## src/rtl/sprite_overlay_stack.sv

```systemverilog
// N-layer fixed-priority sprite compositor for the VGA pixel path, 3-clock latency.
// Define SPRITE_KEY_EN to make pixels equal to KEY_RGB transparent.
module sprite_overlay_stack #(
   parameter int          N_LAYERS = 4,
   parameter int          SPRITE_W = 64,
   parameter int          SPRITE_H = 64,
   parameter int          ADDR_W   = $clog2(SPRITE_W*SPRITE_H),
   parameter logic [11:0] KEY_RGB  = 12'h0F0
) (
   input  logic                         clk,
   input  logic                         rst,
   input  logic [10:0]                  in_hcount,
   input  logic [10:0]                  in_vcount,
   input  logic                         in_hsync,
   input  logic                         in_vsync,
   input  logic                         in_hblnk,
   input  logic                         in_vblnk,
   input  logic [11:0]                  in_rgb,
   input  logic [N_LAYERS-1:0]          layer_en,
   input  logic [N_LAYERS*12-1:0]       layer_x,
   input  logic [N_LAYERS*12-1:0]       layer_y,
   output logic [N_LAYERS*ADDR_W-1:0]   pixel_addr,
   input  logic [N_LAYERS*12-1:0]       rgb_pixel,
   output logic [10:0]                  out_hcount,
   output logic [10:0]                  out_vcount,
   output logic                         out_hsync,
   output logic                         out_vsync,
   output logic                         out_hblnk,
   output logic                         out_vblnk,
   output logic [11:0]                  out_rgb,
   output logic                         frame_latched
);

`ifdef SPRITE_KEY_EN
   localparam logic KEY_ENABLE = 1'b1;
`else
   localparam logic KEY_ENABLE = 1'b0;
`endif

   typedef struct packed {
      logic [10:0] hcount;
      logic [10:0] vcount;
      logic        hsync;
      logic        vsync;
      logic        hblnk;
      logic        vblnk;
      logic [11:0] rgb;
   } beat_t;

   beat_t                       s0;
   beat_t                       t1_q, t1_d, t2_q, t2_d, t3_q, t3_d;
   logic                        vblnk_prev_q, vblnk_prev_d;
   logic                        vblnk_rise;
   logic [N_LAYERS-1:0]         en_q, en_d;
   logic [N_LAYERS*12-1:0]      x_q, x_d, y_q, y_d;
   logic [N_LAYERS*ADDR_W-1:0]  addr_q, addr_d, addr_s0;
   logic [N_LAYERS-1:0]         hit1_q, hit1_d, hit2_q, hit2_d, hit_s0;
   logic [N_LAYERS-1:0]         key_match, opaque;

   assign s0 = '{hcount: in_hcount, vcount: in_vcount, hsync: in_hsync, vsync: in_vsync,
                 hblnk: in_hblnk, vblnk: in_vblnk, rgb: in_rgb};

   // Window compare is done at 13 bits so a sprite near 4095 never wraps onto column 0.
   for (genvar i = 0; i < N_LAYERS; i++) begin : g_layer
      logic [12:0] hc, vc, x_lo, y_lo;
      logic        in_x, in_y;

      assign hc   = {2'b00, in_hcount};
      assign vc   = {2'b00, in_vcount};
      assign x_lo = {1'b0, x_q[i*12 +: 12]};
      assign y_lo = {1'b0, y_q[i*12 +: 12]};
      assign in_x = (hc >= x_lo) && (hc < x_lo + 13'(SPRITE_W));
      assign in_y = (vc >= y_lo) && (vc < y_lo + 13'(SPRITE_H));
      assign hit_s0[i] = en_q[i] && !in_hblnk && !in_vblnk && in_x && in_y;
      assign addr_s0[i*ADDR_W +: ADDR_W] = hit_s0[i]
         ? ADDR_W'(32'(vc - y_lo) * SPRITE_W + 32'(hc - x_lo))
         : '0;
      assign key_match[i] = (rgb_pixel[i*12 +: 12] == KEY_RGB);
   end

   assign opaque = hit2_q & ~(key_match & {N_LAYERS{KEY_ENABLE}});

   always_comb begin
      // NOTE: every _d gets a default first so no path leaves it unassigned (no latches).
      vblnk_rise   = in_vblnk && !vblnk_prev_q;
      vblnk_prev_d = in_vblnk;
      en_d         = en_q;
      x_d          = x_q;
      y_d          = y_q;
      if (vblnk_rise) begin
         en_d = layer_en;
         x_d  = layer_x;
         y_d  = layer_y;
      end

      addr_d = addr_s0;
      hit1_d = hit_s0;
      hit2_d = hit1_q;
      t1_d   = s0;
      t2_d   = t1_q;
      t3_d   = t2_q;
      // Ascending scan: the last (highest-index) opaque layer wins.
      for (int i = 0; i < N_LAYERS; i++) begin
         if (opaque[i]) t3_d.rgb = rgb_pixel[i*12 +: 12];
      end
   end

   always_ff @(posedge clk) begin
      // NOTE: state registers use non-blocking assignments so all flops update together.
      if (rst) begin
         vblnk_prev_q <= 1'b0;
         en_q         <= '0;
         x_q          <= '0;
         y_q          <= '0;
         addr_q       <= '0;
         hit1_q       <= '0;
         hit2_q       <= '0;
         t1_q         <= '0;
         t2_q         <= '0;
         t3_q         <= '0;
      end else begin
         vblnk_prev_q <= vblnk_prev_d;
         en_q         <= en_d;
         x_q          <= x_d;
         y_q          <= y_d;
         addr_q       <= addr_d;
         hit1_q       <= hit1_d;
         hit2_q       <= hit2_d;
         t1_q         <= t1_d;
         t2_q         <= t2_d;
         t3_q         <= t3_d;
      end
   end

   assign frame_latched = vblnk_rise && !rst;
   assign pixel_addr    = addr_q;
   assign out_hcount    = t3_q.hcount;
   assign out_vcount    = t3_q.vcount;
   assign out_hsync     = t3_q.hsync;
   assign out_vsync     = t3_q.vsync;
   assign out_hblnk     = t3_q.hblnk;
   assign out_vblnk     = t3_q.vblnk;
   assign out_rgb       = t3_q.rgb;

endmodule

```

## config.mk

```make
export PLATFORM = sky130hd
export DESIGN_NAME = sprite_overlay_stack
export DESIGN_NICKNAME = d
export VERILOG_FILES = /design/src/rtl/sprite_overlay_stack.sv
export SDC_FILE = /design/constraint.sdc
export NUM_CORES = 1
export LEC_CHECK = 0
export BUFFER_PORTS_ARGS = -buffer_cell sky130_fd_sc_hd__buf_2
export CAP_MARGIN = 20
export CORE_MARGIN = 3
export CORE_UTILIZATION = 40
export CTS_BUF_LIST = sky130_fd_sc_hd__clkbuf_4
export CTS_CLUSTER_DIAMETER = 60
export CTS_CLUSTER_SIZE = 24
export DETAILED_ROUTE_END_ITERATION = 10
export GPL_ROUTABILITY_DRIVEN = 0
export PLACE_DENSITY = 0.72
export SYNTH_ARGS = -nofsm -noshare
export SYNTH_HDL_FRONTEND = slang
export SYNTH_SLANG_ARGS = --single-unit
```

## constraint.sdc

```tcl
create_clock -name clk -period 3.6 [get_ports clk]
set_input_delay 0.36 -clock clk [delete_from_list [all_inputs] [get_ports clk]]
set_output_delay 0.36 -clock clk [all_outputs]
set_load 0.02 [all_outputs]
```

==> summary.md <==
| Metric | Value |
|---|---|
| Status | finished, final reports clean |
| DRC viols | 0 |
| Starting DRT DRC Count | 769 |
| Leak pwr | 8.434 nW |
| Post-Syn Area | 0.01510 sq mm |
| Initial Util | 0.4096 |
| DRT Pass-1 Iters | 5 |
| Post-CTS Setup Inserts | 0 |
| Final nets | 2592 |
| Syn Nets | approximately 2200 |
| Area growth syn-to-layout | 27.05% |
| Skew-Pair Late Insertion Delay | roughly 0.80 ns |
| Crit path DAT | 4.17 ns |
| Vias in the first global route | 14080 |
| Final hold violations | 0 |
| Clock Path Buffers | 3 |
| Req. time, crit path | 4.27 ns |
| RSZ-0062 raised after global routing | false |
| Dpl hpwl | 33.75 mm |
| Via/cell ratio | 5.094 |
| First-pass GRT wire length | 72.50 mm |
| Synth cell types | 58 |
| Ports | 275 |
| Worst-Margin Slew | around 1 ns |
| Crit share post-route | 0.9723 |
| EDFF count, synth | 0 |
| Area of the core | roughly 0.037 sq mm |
| Skew final | 0.04164 ns |
| Total track usage | 0.2218 |
| Cell Pwr Density | 377.6 mW/mm^2 |
| Fmax | 285.7 MHz |
| CTS tree | yes |
| # H-tree levels | 1 |
| Gate Count Post-Synth | between 1500 and 2000 |
| Peak VDD IR | 0.0003139 V |
| Die area | 0.04013 sq mm |
| FILL cells | 3363 |
| Min-delay worst type | in2reg |
| Sequential-to-total area share from yosys stat | 0.3579 |
| Worst Setup End Kind | register |
| Post-layout power | 7.246 mW |
| Main synth FF type | dfxtp_1 |
| Synthesized flop and latch total | 270 |
| Relative slew margins | 0.3306 |
| Setup violators final | 0 |
| CP Max Fanout | 4 |
| Sink Count | 270 |
| Synth warnings | 0 |
| Max Cap Viol | 0 |
| Clk slew on worst S/H paths | around 0.16 ns |
| FP Rows | 70 |
| Min Tclk post-route | between 3 and 4 ns |
| Total clock buffers created by CTS | 26 |
| Die H | 200.3 microns |
| Port-buffer cells | approximately 270 |
| Final WL | 46.18 mm |
| Layout cell share with drive strength beyond 1 | 0.1623 |
| Avg WL per Cell | 17.07 microns |
| Layout Utilization | 0.5204 |
| Critical path launch point type | primary input |
| ANT nets after route | 0 |
| Synth async-reset ratio | 0 |
| CTS Root Cell | clkbuf_4 |
| Largest net degree at the start of global routing | 108 |
| Total gr overflow | 0 |
| Initial antenna violation count | 1 |
| Vias | 13780 |
| Max Slew Vio Count | 0 |
| Die extent in x | 200.3 microns |
| WS Path Type | in2reg |
| Mean Syn Cell Area | 8.611 sq um |
power by group:
part | internal [mW] | total (mW) | switching (mW) | leakage [nW]
combinational | 0.962 | 2.13 | 1.17 | 5.97
sequential | 3.10 | 3.18 | 0.0774 | 2.21
clock | 0.637 | 1.93 | 1.29 | 0.252
total | 4.70 | 7.25 | 2.54 | 8.43
layout make-up:
| class | count | area, sq um | area share |
|---|---|---|---|
| tap | 504 | 630.6 | 0.03286 |
| antenna | 2 | 5.005 | 0.0002608 |
| multi-input combinational | 1266 | 8887 | 0.4632 |
| sequential | 270 | 5405 | 0.2817 |
| timing repair buffer | 454 | 3167 | 0.1650 |
| clock buffer | 26 | 195.2 | 0.01017 |
| clock inverter | 21 | 290.3 | 0.01513 |
| inverter | 162 | 608.1 | 0.03169 |
per-layer routing:
layer  global-route usage  vias up  part of all wire
li1                     -     6719                 -
met1               0.2606     6417              0.40
met2               0.4041      523              0.50
met3              0.04014      121             0.062
met4              0.08055        0             0.038
met5                    0        -                 0
layout by cell type (no fill, tap or decap), types with 13 or more instances in the layout:
cell type | netlist | layout
nor2b_1 | 116 | 115
ha_1 | 176 | 176
nand2_1 | 253 | 253
a21o_1 | 17 | 17
mux2i_1 | 29 | 29
inv_1 | 162 | 162
nand3_1 | 30 | 30
xnor2_1 | 47 | 47
a31oi_1 | 13 | 13
buf_2 | 2 | 273
nor3_1 | 21 | 21
nand2b_1 | 16 | 15
dlygate4sd3_1 | 0 | 157
xor2_1 | 21 | 21
a21oi_1 | 181 | 181
nand4_1 | 14 | 14
buf_4 | 0 | 20
fa_1 | 48 | 48
dfxtp_1 | 270 | 270
nor2_1 | 115 | 115
o21ai_0 | 69 | 69
clkbuf_4 | 0 | 26
synth_stat cells (4+ instances only):
cell type,number,area (sq um)
a2111oi_0,4,35.03
a211oi_1,10,75.07
a21boi_0,5,37.54
a21o_1,17,127.6
a21oi_1,181,905.9
a31oi_1,13,81.33
and3_1,5,31.28
clkbuf_1,51,191.4
dfxtp_1,270,5405
fa_1,48,960.9
ha_1,176,2202
inv_1,162,608.1
mux2i_1,29,290.3
nand2_1,253,949.7
nand2b_1,16,100.1
nand3_1,30,150.1
nand4_1,14,87.58
nand4b_1,5,43.79
nor2_1,115,431.7
nor2b_1,116,725.7
nor3_1,21,105.1
o211ai_1,10,75.07
o21a_1,10,75.07
o21ai_0,69,345.3
o31a_1,4,35.03
o31ai_1,4,30.03
xnor2_1,47,411.6
xor2_1,21,183.9
state kept, by name, indices dropped and copies added (netlist names):
register      cells
out_hblnk         1
hit1_q            4
en_q              4
y_q              48
pixel_addr       48
vblnk_prev_q      1
x_q              48
t2_q             38
out_hcount       11
hit2_q            4
out_vblnk         1
out_rgb          12
out_hsync         1
t1_q             37
out_vcount       11
out_vsync         1
timing repair:
item | CTS | global route
gates resized for setup | 0 | 2
hold buffers | 157 | 0
endpoints found under the setup margin | 0 | 2
hold endpoints to repair | 157 | 0
worst paths after layout:
check	start	endpoint	slack, ns	cells past startpoint
min	rgb_pixel[24]	out_rgb[0]$_SDFF_PP0_	0.09	5
min reg2reg	t2_q[26]$_SDFF_PP0_	out_vcount[10]$_SDFF_PP0_	0.44	1
max reg2reg	y_q[0]$_SDFFE_PP0P_	pixel_addr[10]$_SDFF_PP0_	0.21	11
max	in_vcount[0]	pixel_addr[10]$_SDFF_PP0_	0.1	14
cell families (layout without fill, tap and decap cells):
logic type	Yosys count	count (layout)	synth area share
compound gates	353	353	0.1367
xor+xnor	68	68	0.03943
fa+ha+maj	224	224	0.2094
buf+inv	218	663	0.05484
flops	270	270	0.3579
mux	29	29	0.01922
other cells	0	2	0
simple gates	592	592	0.1825
per-stage QoR:
stage | hold WS (ns) | std cells | worst slack, ns | TNS [ns] | instance area [sq um]
detailed placement | 0.4231 | 2497 | -0.1005 | -0.1559 | 17080
global route | 0.04222 | 2704 | 0.02654 | 0 | 19190
global placement | 0.4154 | 2497 | 0.1364 | 0 | 17080
floorplan | 0.4138 | 1754 | 0.3730 | 0 | 15100
CTS | 0.002287 | 2701 | 0.1806 | 0 | 19130
finish | 0.09409 | 2705 | 0.09957 | 0 | 19190
critical path, stage by stage:
cell and delay, ns:
dlygate4sd3_1 0.55, buf_2 0.14, inv_1 0.17, ha_1 0.22, inv_1 0.06, fa_1 0.54
fa_1 0.43, ha_1 0.32, a2111oi_1 0.43, o211ai_1 0.25, a31o_2 0.29, a21oi_1 0.17
xor2_1 0.17, nor2_1 0.06
Note: power is estimated with default switching activity, not from simulation.
